<file path="config.mk">
export PLATFORM = sky130hd
export DESIGN_NAME = tetris_display_compositor
export DESIGN_NICKNAME = d
export VERILOG_FILES = /design/src/rtl/tetris_display_compositor.sv
export SDC_FILE = /design/constraint.sdc
export NUM_CORES = 1
export LEC_CHECK = 0
export BUFFER_PORTS_ARGS = -buffer_cell sky130_fd_sc_hd__buf_2
export CAP_MARGIN = 25
export CORE_AREA = 3 3 320 322
export CTS_CLUSTER_DIAMETER = 60
export CTS_CLUSTER_SIZE = 40
export DETAILED_ROUTE_END_ITERATION = 8
export DIE_AREA = 0 0 323 325
export SYNTH_ARGS = -nofsm -noshare
export SYNTH_HDL_FRONTEND = slang
export SYNTH_SLANG_ARGS = --single-unit
</file>
<file path="constraint.sdc">
create_clock -name clk -period 4.7 [get_ports clk]
set_clock_uncertainty 0.2 [all_clocks]
set_input_delay 0.47 -clock clk [delete_from_list [all_inputs] [get_ports clk]]
set_output_delay 0.47 -clock clk [all_outputs]
set_load 0.005 [all_outputs]
</file>
<file path="src/rtl/tetris_display_compositor.sv">
// Registered Tetris playfield compositor: state-based board merge, line-clear flash
// and optional game-over fill sweep (enabled by TETRIS_DISPLAY_SWEEP_EN).
module tetris_display_compositor #(
   parameter int unsigned ROWS          = 20,
   parameter int unsigned COLS          = 10,
   parameter int unsigned FLASH_TOGGLES = 6
) (
   input  logic                 clk,
   input  logic                 rst,
   input  logic                 frame_tick,
   input  logic [2:0]           game_state,
   input  logic [ROWS*COLS-1:0] stored_array,
   input  logic [ROWS*COLS-1:0] falling_block_display,
   input  logic [ROWS*COLS-1:0] cleared_array,
   input  logic [ROWS-1:0]      full_rows,
   output logic [ROWS*COLS-1:0] display_array,
   output logic                 flash_active,
   output logic                 flash_done,
   output logic                 sweep_done
);

   localparam int unsigned CW = $clog2(FLASH_TOGGLES + 1);
   localparam logic [CW-1:0] TICK_END = CW'(FLASH_TOGGLES);

   typedef enum logic [2:0] {
      GS_INIT     = 3'd0,
      GS_SPAWN    = 3'd1,
      GS_FALLING  = 3'd2,
      GS_ROTATE   = 3'd3,
      GS_STUCK    = 3'd4,
      GS_LANDED   = 3'd5,
      GS_EVAL     = 3'd6,
      GS_GAMEOVER = 3'd7
   } game_state_e;

   typedef enum logic [2:0] {
      LIVE    = 3'd0,
      FLASH   = 3'd1,
      CLEARED = 3'd2,
      SWEEP   = 3'd3,
      SWEPT   = 3'd4
   } comp_state_e;

   game_state_e gs;
   assign gs = game_state_e'(game_state);

   comp_state_e           state_q, state_n;
   logic [ROWS-1:0]       row_mask_q, row_mask_n;
   logic [CW-1:0]         tick_cnt_q, tick_cnt_n;
   logic                  phase_q, phase_n;
   logic [ROWS*COLS-1:0]  display_q, display_n;
   logic [ROWS*COLS-1:0]  flash_mask;
   logic                  flash_active_q, flash_done_q;
   logic                  is_init;

   always_comb begin
      is_init = 1'b0;
      case (gs)
         GS_SPAWN, GS_FALLING, GS_ROTATE, GS_STUCK,
         GS_LANDED, GS_EVAL, GS_GAMEOVER: is_init = 1'b0;
         default:                         is_init = 1'b1;
      endcase
   end

`ifdef TETRIS_DISPLAY_SWEEP_EN
   localparam int unsigned RW = (ROWS > 1) ? $clog2(ROWS) : 1;
   localparam logic [RW-1:0] ROW_LAST = RW'(ROWS - 1);

   logic [RW-1:0]         row_idx_q, row_idx_n;
   logic [ROWS*COLS-1:0]  sweep_fill;
   logic                  sweep_done_q;

   // Display is built from next-state values, so a row is shown filled once
   // row_idx has moved past it; the entry frame therefore shows no fill yet.
   always_comb begin
      sweep_fill = '0;
      for (int unsigned r = 0; r < ROWS; r++)
         sweep_fill[r*COLS +: COLS] = (r > 32'(row_idx_n)) ? '1 : '0;
   end
`endif

   always_comb begin
      flash_mask = '0;
      for (int unsigned r = 0; r < ROWS; r++)
         flash_mask[r*COLS +: COLS] = {COLS{row_mask_n[r]}};
   end

   always_comb begin
      state_n    = state_q;
      row_mask_n = row_mask_q;
      tick_cnt_n = tick_cnt_q;
      phase_n    = phase_q;
`ifdef TETRIS_DISPLAY_SWEEP_EN
      row_idx_n  = row_idx_q;
`endif
      if (is_init) begin
         state_n    = LIVE;
         row_mask_n = '0;
         tick_cnt_n = '0;
         phase_n    = 1'b0;
`ifdef TETRIS_DISPLAY_SWEEP_EN
         row_idx_n  = '0;
`endif
      end else begin
         case (state_q)
            LIVE: begin
               if (gs == GS_EVAL && full_rows != '0) begin
                  state_n    = FLASH;
                  row_mask_n = full_rows;
                  tick_cnt_n = '0;
                  phase_n    = 1'b0;
               end
`ifdef TETRIS_DISPLAY_SWEEP_EN
               else if (gs == GS_GAMEOVER) begin
                  state_n   = SWEEP;
                  row_idx_n = ROW_LAST;
               end
`endif
            end
            FLASH: begin
               if (frame_tick) begin
                  phase_n = ~phase_q;
                  if (tick_cnt_q != TICK_END)
                     tick_cnt_n = tick_cnt_q + 1'b1;
                  if (tick_cnt_n == TICK_END)
                     state_n = CLEARED;
               end
            end
            CLEARED: begin
               if (gs != GS_EVAL)
                  state_n = LIVE;
            end
`ifdef TETRIS_DISPLAY_SWEEP_EN
            SWEEP: begin
               if (frame_tick) begin
                  if (row_idx_q == '0)
                     state_n = SWEPT;
                  else
                     row_idx_n = row_idx_q - 1'b1;
               end
            end
            SWEPT: state_n = SWEPT;
`endif
            default: state_n = LIVE;
         endcase
      end
   end

   always_comb begin
      display_n = stored_array;
      case (state_n)
         LIVE: begin
            case (gs)
               GS_SPAWN, GS_FALLING, GS_ROTATE, GS_STUCK:
                  display_n = stored_array | falling_block_display;
               GS_EVAL:
                  display_n = cleared_array;
               default:
                  display_n = stored_array;
            endcase
         end
         FLASH:   display_n = phase_n ? (stored_array & ~flash_mask) : stored_array;
         CLEARED: display_n = cleared_array;
`ifdef TETRIS_DISPLAY_SWEEP_EN
         SWEEP:   display_n = stored_array | sweep_fill;
         SWEPT:   display_n = '1;
`endif
         default: display_n = stored_array;
      endcase
   end

   always_ff @(posedge clk) begin
      if (rst) begin
         state_q        <= LIVE;
         row_mask_q     <= '0;
         tick_cnt_q     <= '0;
         phase_q        <= 1'b0;
         display_q      <= '0;
         flash_active_q <= 1'b0;
         flash_done_q   <= 1'b0;
      end else begin
         state_q        <= state_n;
         row_mask_q     <= row_mask_n;
         tick_cnt_q     <= tick_cnt_n;
         phase_q        <= phase_n;
         display_q      <= display_n;
         flash_active_q <= (state_n == FLASH);
         flash_done_q   <= (state_q == FLASH) && (state_n == CLEARED);
      end
   end

`ifdef TETRIS_DISPLAY_SWEEP_EN
   always_ff @(posedge clk) begin
      if (rst) begin
         row_idx_q    <= '0;
         sweep_done_q <= 1'b0;
      end else begin
         row_idx_q    <= row_idx_n;
         sweep_done_q <= (state_q == SWEEP) && (state_n == SWEPT);
      end
   end
   assign sweep_done = sweep_done_q;
`else
   assign sweep_done = 1'b0;
`endif

   assign display_array = display_q;
   assign flash_active  = flash_active_q;
   assign flash_done    = flash_done_q;

endmodule

</file>
## Yosys cells after proc, flatten, opt, wreduce, memory -nomap -nowiden

Index checks and enable logic that the tools add are counted.

| word-level totals | value |
|---|---|
| flip-flop bits (word level) | 229 |

| operators by class | value |
|---|---|
| muxes and demuxes | 23 |
| bitwise logic cells | 5 |
| reduce and logical (&&, ||, !) cells | 10 |
| equal/unequal tests | 16 |
| add/subtract/negate cells | 1 |

Operators by type and width:

| cell | number |
|---|---|
| 200-bit one-hot mux with 3 select lines | 1 |
| 200-bit one-hot mux with 2 select lines | 1 |
| 200-bit bitwise AND | 1 |
| 200-bit 2-to-1 mux | 1 |
| 200-bit inverter | 1 |
| 200-bit OR | 1 |
| 20-bit 2-to-1 mux | 3 |
| 3-bit 2-to-1 mux | 11 |
| 20-bit nonzero test | 1 |
| 3-bit == test, second input constant | 5 |
| 3-bit by 2-bit == test with 1-bit output, second input constant | 4 |
| 3-bit by 1-bit == test with 1-bit output, second input constant | 3 |
| 3-bit one-hot mux with 3 select lines | 1 |
| 7-bit OR reduction | 1 |
| 3-bit zero test | 2 |
| 3-bit != test, second input constant | 2 |
| 3-bit one-hot mux with 2 select lines | 1 |
| 2-bit != test, second input constant | 2 |
| 4-bit OR reduction | 1 |
| 3-bit by 1-bit adder with 3-bit output, second input constant | 1 |
| 1-bit 2-to-1 mux | 3 |
| 3-bit AND reduction | 1 |
| 1-bit logical AND | 2 |
| 1-bit inverter | 2 |
| 3 further kinds | 3 |

## Depth between registers and ports, before layout

Gate-level depths: netlist of run 1.

| logic depth | value |
|---|---|
| depth after elaboration | 12 |
| gate-level depth with buffers | 10 |
| gate-level depth less buffers | 7 |

## Worst setup path after synthesis of run 1

No wires, ideal clock.

| timing | value |
|---|---|
| kind | flip-flop to flip-flop |
| start | register tick_cnt_q[0] |
| end | register display_q[77], in the netlist display_array[77] |
| stages on the path, launching flop included | 10 |
| arrival time | 2.102 ns |
| slack | 2.264 ns |
| library setup time | 0.134 ns |
| data required time | 4.366 ns |
| clock period less this slack | 2.436 ns |
| buffers on the path | 2 |
| path through | dfxtp_1 -> inv_1 -> ha_1 -> nand4bb_1 -> a311oi_2 -> buf_4 -> buf_4 -> a311oi_2 -> a21oi_4 -> o221ai_2 |

| on the way | value |
|---|---|
| word-level cells in the longest chain between the ends | 12 |
| elaborated cells on any way between the ends | 15 |
| those cells by class | 1 x add/sub; 4 x eq/ne; 9 x mux; 1 x reduce/logical |

RTL lines:

| item | RTL line | source |
|---|---|---|
| from (decl) | 49 | `logic [CW-1:0] tick_cnt_q, tick_cnt_n;` |
| from (signal assigned) | 184 | `tick_cnt_q <= tick_cnt_n;` |
| 3-bit by 1-bit adder with 3-bit output or 3-bit != test (tied branches) | 124, 123 |  |
| 3-bit 2-to-1 mux * | 123 | `if (tick_cnt_q != TICK_END)` |
| 3-bit 2-to-1 mux * | 121 | `if (frame_tick) begin` |
| 3-bit 2-to-1 mux * | 105 | `case (state_q)` |
| 3-bit 2-to-1 mux * | 96 | `if (is_init) begin` |
| 3-bit == test * | 125 | `if (tick_cnt_n == TICK_END)` |
| 3-bit 2-to-1 mux * | 125 |  |
| 3-bit 2-to-1 mux * | 121 |  |
| 3-bit one-hot mux with 3 select lines * | 105 |  |
| 3-bit 2-to-1 mux * | 96 |  |
| 3-bit by 2-bit == test with 1-bit output (tied with other cells) | 151 | `case (state_n)` |
| 200-bit one-hot mux with 3 select lines * | 151 |  |
| to (signal assigned) | 186 | `display_q <= display_n;` |
| to (decl) | 51 | `logic [ROWS*COLS-1:0] display_q, display_n;` |

Every way passes the cells marked *; elsewhere a longest branch is shown, timed or not. The select of a mux whose other input is x is not followed.
A chain may end at the register's enable or synchronous reset.

## Worst setup path in the final report of run 1

| timing | value |
|---|---|
| start | input port full_rows[7] |
| end | register display_q[38], in the netlist display_array[38] |

| on the way | value |
|---|---|
| word-level cells in the longest chain between the ends | 9 |
| elaborated cells on any way between the ends | 18 |
| those cells by class | 2 x eq/ne; 11 x mux; 2 x bitwise; 3 x reduce/logical |

RTL lines:

| item | RTL line | source |
|---|---|---|
| from (decl) | 15 | `input logic [ROWS-1:0] full_rows,` |
| 20-bit nonzero test * | 107 | `if (gs == GS_EVAL && full_rows != '0) begin` |
| 1-bit logical AND * | 107 |  |
| 20-bit 2-to-1 mux | 107 |  |
| 20-bit 2-to-1 mux | 105 |  |
| 20-bit 2-to-1 mux | 96 |  |
| 200-bit inverter | 162 | `FLASH: display_n = phase_n ? (stored_array & ~flash_mask) : stored_array;` |
| 200-bit bitwise AND | 162 |  |
| 200-bit 2-to-1 mux | 162 |  |
| 200-bit one-hot mux with 3 select lines * | 151 |  |

Every way passes the cells marked *; elsewhere a longest branch is shown, timed or not.

==> reports/results.ini, run 1 <==
[route]
wl_per_cell_um=20.3
drc=0
drtAntennaViolNets=0
firstDrtPassIters=6
wirelength_um=82700
drtIter0Drc=1093
vias=17800
via_per_inst=4.35

[critical_path]
crit_type=input port to register
cp_data_required_time_ns=4.97
critPathBufInv=5
start_kind=input port
cpMostUsedCell=dlygate4sd3_1
slowest_stage=nor4_1
slowest_delay_ns=0.87
path_delay_family=buffers and inverters
crit_path_max_fanout=10
regToRegStartpoint=tick_cnt_q[0]$_SDFFE_PP0P_
cp_cell_sequence=dlygate4sd3_1, buf_2, nor4_1, nand3_1, o211a_1, buf_16, buf_4, a21oi_2, o221ai_1, dlygate4sd3_1
cp-end-kind=register
worst_r2r_endpoint=display_array[23]$_SDFF_PP0_
r2r_slack_ns=0.75
cp.arrival_ns=4.71
reg2reg_depth=9

[logic_synthesis]
ys_warn_count=0
ys_types=45
ys_ff_latch=229
synthTopCellsByCount=nand2_1, dfxtp_1, inv_1
synth_top_area_share_pct=36.7
synth_ff_type=dfxtp_1
ys_seq_area_share_pct=36.7
synth_largest_area_cell=dfxtp_1
netlist_area_um2=12500
synth-edff-count=0
async_flop_share_pct=0
yosys-top-cells-area=dfxtp_1, o221ai_1, a211o_1
synth.most_common_cell=nand2_1
syn_avg_cell_area_um2=8.09
syn-instance-count=1544

[finish]
drive_above_1_share_pct=35.6
multi_input_area_um2=6660
fin_util_pct=23.7
final_net_count=3369
area_growth_pct=89.2
stdcell_area_um2=23600
num-fill-cells=10900
final-instance-count-excl-fill=4084
seqCellArea_um2=4580

[clock_network]
postCtsSetupBuffers=0
ctsResizeCount=0
htree_levels=2
clockBufferDepth=3
clock_latency_ns=0.58
cts_sinks=229
cts-root-buf=clkbuf_16
cts_hold_buf=417
cts_buffers=39
clkTransAtPathRegs_ns=0.06
cts_tree=built

[sta]
whs_ns=0.0639
setup_viol=0
worst_pin_slew_ns=1.02
finalCriticalPeriod_ns=4.45
relSlewSlack_pct=31.0
rsz0062_at_grt=false
drv_slew=0
hold_viol=0
max_freq_ghz=0.225
finalWorstSetupSlack_ns=0.254
finalCritPeriodShare_pct=94.6
final.setup.tns_ns=0

[grt]
grt-ovfl-total=0
grt_pass1_wl_um=116000
grt_pass1_vias=18000
antenna_found_initial=37
grt_max_degree=145
grt_use_total_pct=14.9

[floorplan]
ios=829
start_util_pct=12.5
die_x_um=323
fp.coreArea_um2=99900
row_count=116
dieArea_um2=105000
die_height_um=325

[hold_path]
hp-class=input port to register
min_to=row_mask_q[0]$_SDFF_PP0_
hold_start=full_rows[0]
holdPathStages=3

[power]
p_comb_share_pct=23.0
clockPowerShare_pct=44.5
p_sw_mw=2.03
power.internal_mw=4.65
total_power_mw=6.68
leakage_nw=11.3
power_density_nw_per_um2=282
switching_share_pct=30.4
ir_drop_uv=267
p_seq_share_pct=32.6

[place]
dp_hpwl_um=60600
gp_congestion=0.942
pre_cts_ws_ns=0.744
io_buffers=827
placed_area_um2=18100
dp.cells=3581

[outcome]
run_status=complete, no violations

[job]
maxCapViolCount=0

## worst max-delay path by stage
| stage | end | slack (ns) | cells after the start | startpoint |
|---|---|---|---|---|
| after floorplan | display_array[77]$_SDFF_PP0_ | 2.26 | 9 | tick_cnt_q[0]$_SDFFE_PP0P_ |
| after global placement | display_array[192]$_SDFF_PP0_ | 0.52 | 7 | full_rows[11] |
| after detailed placement | display_array[198]$_SDFF_PP0_ | 0.74 | 8 | full_rows[11] |
| after CTS | display_array[195]$_SDFF_PP0_ | 0.30 | 10 | full_rows[13] |
| after global routing | display_array[192]$_SDFF_PP0_ | 0.13 | 10 | full_rows[13] |
| final | display_array[38]$_SDFF_PP0_ | 0.25 | 10 | full_rows[7] |
## layer usage
layer  up-vias  part of all wire, %  track usage, %
li1       8156                    -               -
met1      8403                   39            17.4
met2       985                   47            25.0
met3       199                  9.4            4.17
met4        20                  4.3            7.08
met5         -                 0.18               0
## sequential cells by signal, indices dropped and copies added (netlist names)
name           cells
display_array    200
row_mask_q        20
state_q            3
tick_cnt_q         3
flash_active       1
flash_done         1
phase_q            1
## power by group through the flow
stage          Clock (mW)  Combinational [mW]  Sequential [mW]
2_1_floorplan           0               0.443             2.22
3_3_place_gp            0                1.13             2.22
3_5_place_dp            0                1.14             2.21
4_1_cts              3.09                1.51             2.17
5_1_grt              3.14                1.66             2.18
6_report             2.97                1.53             2.17
## cells in the final DEF, fill, tap and decap left out, drive strengths merged, types with 20 or more instances in the layout
| cell type | count |
|---|---|
| a211o | 121 |
| a21oi | 21 |
| a221o | 20 |
| a221oi | 59 |
| a311oi | 22 |
| and2 | 22 |
| buf | 871 |
| clkbuf | 46 |
| dfxtp | 229 |
| dlygate4sd3 | 417 |
| inv | 200 |
| mux2i | 20 |
| nand2 | 248 |
| nand3 | 21 |
| nand4 | 21 |
| nor2 | 87 |
| o21ai | 124 |
| o221ai | 180 |
## cells by family after synthesis
| family | count (synthesis) | share of synthesized area [%] |
|---|---|---|
| AOI/OAI and AO/OA | 555 | 36.5 |
| DFF | 229 | 36.7 |
| buffers and inverters | 318 | 10.5 |
| other | 1 | 0.0300 |
| and+or+nand+nor | 419 | 14.4 |
| muxes | 20 | 1.60 |
| adders and majority gates | 2 | 0.200 |
## worst reg2reg max path, stage by stage (launching register included)
cell and delay [ns]:
dfxtp_1 0.43, inv_1 0.09, ha_1 0.24, nand4bb_1 0.27, a311oi_4 0.67, buf_4 0.39
a311oi_1 0.16, a21o_1 0.43, a221o_1 0.42, dlygate4sd3_1 0.57
## cell type report
class	count	area share [%]
repair buffers	1288	37.0
multi-input cells	998	28.2
flip-flops and latches	229	19.4
well taps	1298	6.87
clock buffers	46	4.41
inverters	185	2.94
clock inverters	24	1.06
diodes	16	0.169
No activity file was read; power rests on OpenSTA's default activity.
==> inputs of run 2 (changes only) <==
--- a/config.mk
+++ b/config.mk
@@ -12,6 +12,7 @@
 export CTS_CLUSTER_SIZE = 40
 export DETAILED_ROUTE_END_ITERATION = 8
 export DIE_AREA = 0 0 323 325
+export HOLD_SLACK_MARGIN = 0.1
 export SYNTH_ARGS = -nofsm -noshare
 export SYNTH_HDL_FRONTEND = slang
 export SYNTH_SLANG_ARGS = --single-unit
==> constraint.sdc (replaced) <==
create_clock -name clk -period 4.7 [get_ports clk]
set_clock_uncertainty 0.2 [all_clocks]
set_input_delay 0.705 -clock clk [delete_from_list [all_inputs] [get_ports clk]]
set_output_delay 0.705 -clock clk [all_outputs]
set_load 0.005 [all_outputs]
==> reports/results.ini, run 2 (synthesized netlist as in run 1, its figures left out) <==
[finish]
area_growth_pct=66.3
final_common_cell=buf_2
largest_reg_flops=200  ; unchanged
final_cell_mix=buf_2, nand2_1, dfxtp_1
fin_util_pct=20.8  ; -2.9 points
drive_above_1_share_pct=39.4  ; +3.8 points
final_net_count=3072  ; -8.8%

[floorplan]
die_height_um=325  ; unchanged
ios=829  ; unchanged
row_count=116  ; unchanged
die_x_um=323  ; unchanged
start_util_pct=12.5  ; unchanged
fp.coreArea_um2=99900  ; unchanged
dieArea_um2=105000  ; unchanged

[clock_network]
clock_latency_ns=0.57  ; about the same
cts_tree=built
ctsResizeCount=0  ; unchanged
postCtsSetupBuffers=0  ; unchanged
clockBufferDepth=3  ; unchanged
htree_levels=2  ; unchanged
clkTransAtPathRegs_ns=0.06  ; about the same
cts_buffers=37  ; -5.1%
cts_sinks=229  ; unchanged
cts-root-buf=clkbuf_16

[power]
ir_drop_uv=194  ; -27%
clockPowerShare_pct=45.5  ; +1.0 points
p_comb_share_pct=19.7  ; -3.3 points
power.internal_mw=4.42  ; -4.9%
p_seq_share_pct=34.7  ; +2.1 points
total_power_mw=6.26  ; -6.3%
power_density_nw_per_um2=301  ; +6.6%
switching_share_pct=29.3  ; -1.0 points
leakage_nw=9.84  ; -13%
p_sw_mw=1.84  ; -9.5%

[grt]
grt-ovfl-total=0  ; unchanged
grt_max_degree=145  ; unchanged
antenna_found_initial=41  ; +11%
grt_pass1_vias=16100  ; -11%
grt_pass1_wl_um=108000  ; -7.1%
grt_use_total_pct=13.9  ; -1.0 points

[route]
firstDrtPassIters=5  ; -1
drtAntennaViolNets=0  ; unchanged
via_per_inst=4.32  ; -0.71%
wirelength_um=77600  ; -6.2%
drtIter0Drc=1138  ; +4.1%
drc=0  ; unchanged
wl_per_cell_um=20.5  ; +1.3%
vias=16300  ; -8.1%

[sta]
worst_pin_slew_ns=1.02  ; -0.000870 ns
setup_viol=0  ; unchanged
rsz0062_at_grt=false
whs_ns=0.163  ; +0.0991 ns
relSlewSlack_pct=31.2  ; +0.12 points
drv_slew=0  ; unchanged
hold_viol=0  ; unchanged
finalCriticalPeriod_ns=3.62  ; -0.827 ns
finalCritPeriodShare_pct=77.0  ; -18 points
final.setup.tns_ns=0  ; unchanged
max_freq_ghz=0.276  ; +23%

[hold_path]
hp-class=input port to register

[critical_path]
start_kind=input port
crit_path_max_fanout=12  ; +2
cp_data_required_time_ns=4.92  ; -0.05 ns
cp.arrival_ns=3.84  ; -0.87 ns
crit_type=input port to register
cp-end-kind=register

[place]
dp_hpwl_um=59100  ; -2.5%
io_buffers=827  ; unchanged
gp_congestion=0.919  ; -2.5%

[job]
maxCapViolCount=0  ; unchanged

[outcome]
run_status=complete, no violations

-- run 2: per-stage QoR --
step                      cells  cell area [µm²]  setup slack (ns)
after floorplan            1545            12500              2.26
after global placement     3565            18100            -0.809
after detailed placement   3569            18100             0.349
after CTS                  3766            20700             0.999
after global routing       3775            20800             0.901
final                      3781            20800              1.08
-- run 2: worst max-delay path, cell delays in order --
cell,delay [ns]
buf_2,0.11
nor4_2,0.88
nand3_1,0.51
o211a_2,0.54
buf_12,0.21
a21oi_2,0.64
o221ai_1,0.20
-- run 2: final cells by class --
type	instances	area, µm²
antenna	14	35.0
sequential	229	4580
timing repair buffer	993	5940
clock inverter	19	205
inverter	185	694
clock buffer	45	1040
multi-input combinational	998	6670
tap	1298	1620
fill	11100	79100
-- run 2: layer usage --
| layer | part of all wire (%) | GRT usage [%] | vias to the layer above |
|---|---|---|---|
| met5 | 0.18 | 0 | - |
| met4 | 3.2 | 5.05 | 22 |
| met3 | 9.5 | 4.80 | 164 |
| met2 | 46 | 22.8 | 840 |
| met1 | 41 | 16.7 | 7744 |
| li1 | - | - | 7558 |
-- run 2: power by group through the flow --
stage | sequential (mW) | combinational (mW) | clock [mW]
2_1_floorplan | 2.22 | 0.443 | 0
3_3_place_gp | 2.22 | 1.12 | 0
3_5_place_dp | 2.21 | 1.14 | 0
4_1_cts | 2.17 | 1.23 | 2.97
5_1_grt | 2.18 | 1.35 | 3.02
6_report | 2.17 | 1.24 | 2.85
-- run 2: final timing paths --
path | from | end | slack [ns] | cells past startpoint
setup / recovery | full_rows[15] | display_array[53]$_SDFF_PP0_ | 1.08 | 7
hold / removal | cleared_array[163] | display_array[163]$_SDFF_PP0_ | 0.16 | 3
setup reg to reg | tick_cnt_q[0]$_SDFFE_PP0P_ | display_array[118]$_SDFF_PP0_ | 1.21 | 8
hold reg to reg | row_mask_q[19]$_SDFF_PP0_ | row_mask_q[19]$_SDFF_PP0_ | 0.33 | 2
-- run 2: timing repair --
item	CTS	global route
setup endpoints to repair	0	0
hold buffers	133	0
hold endpoints to repair	133	0
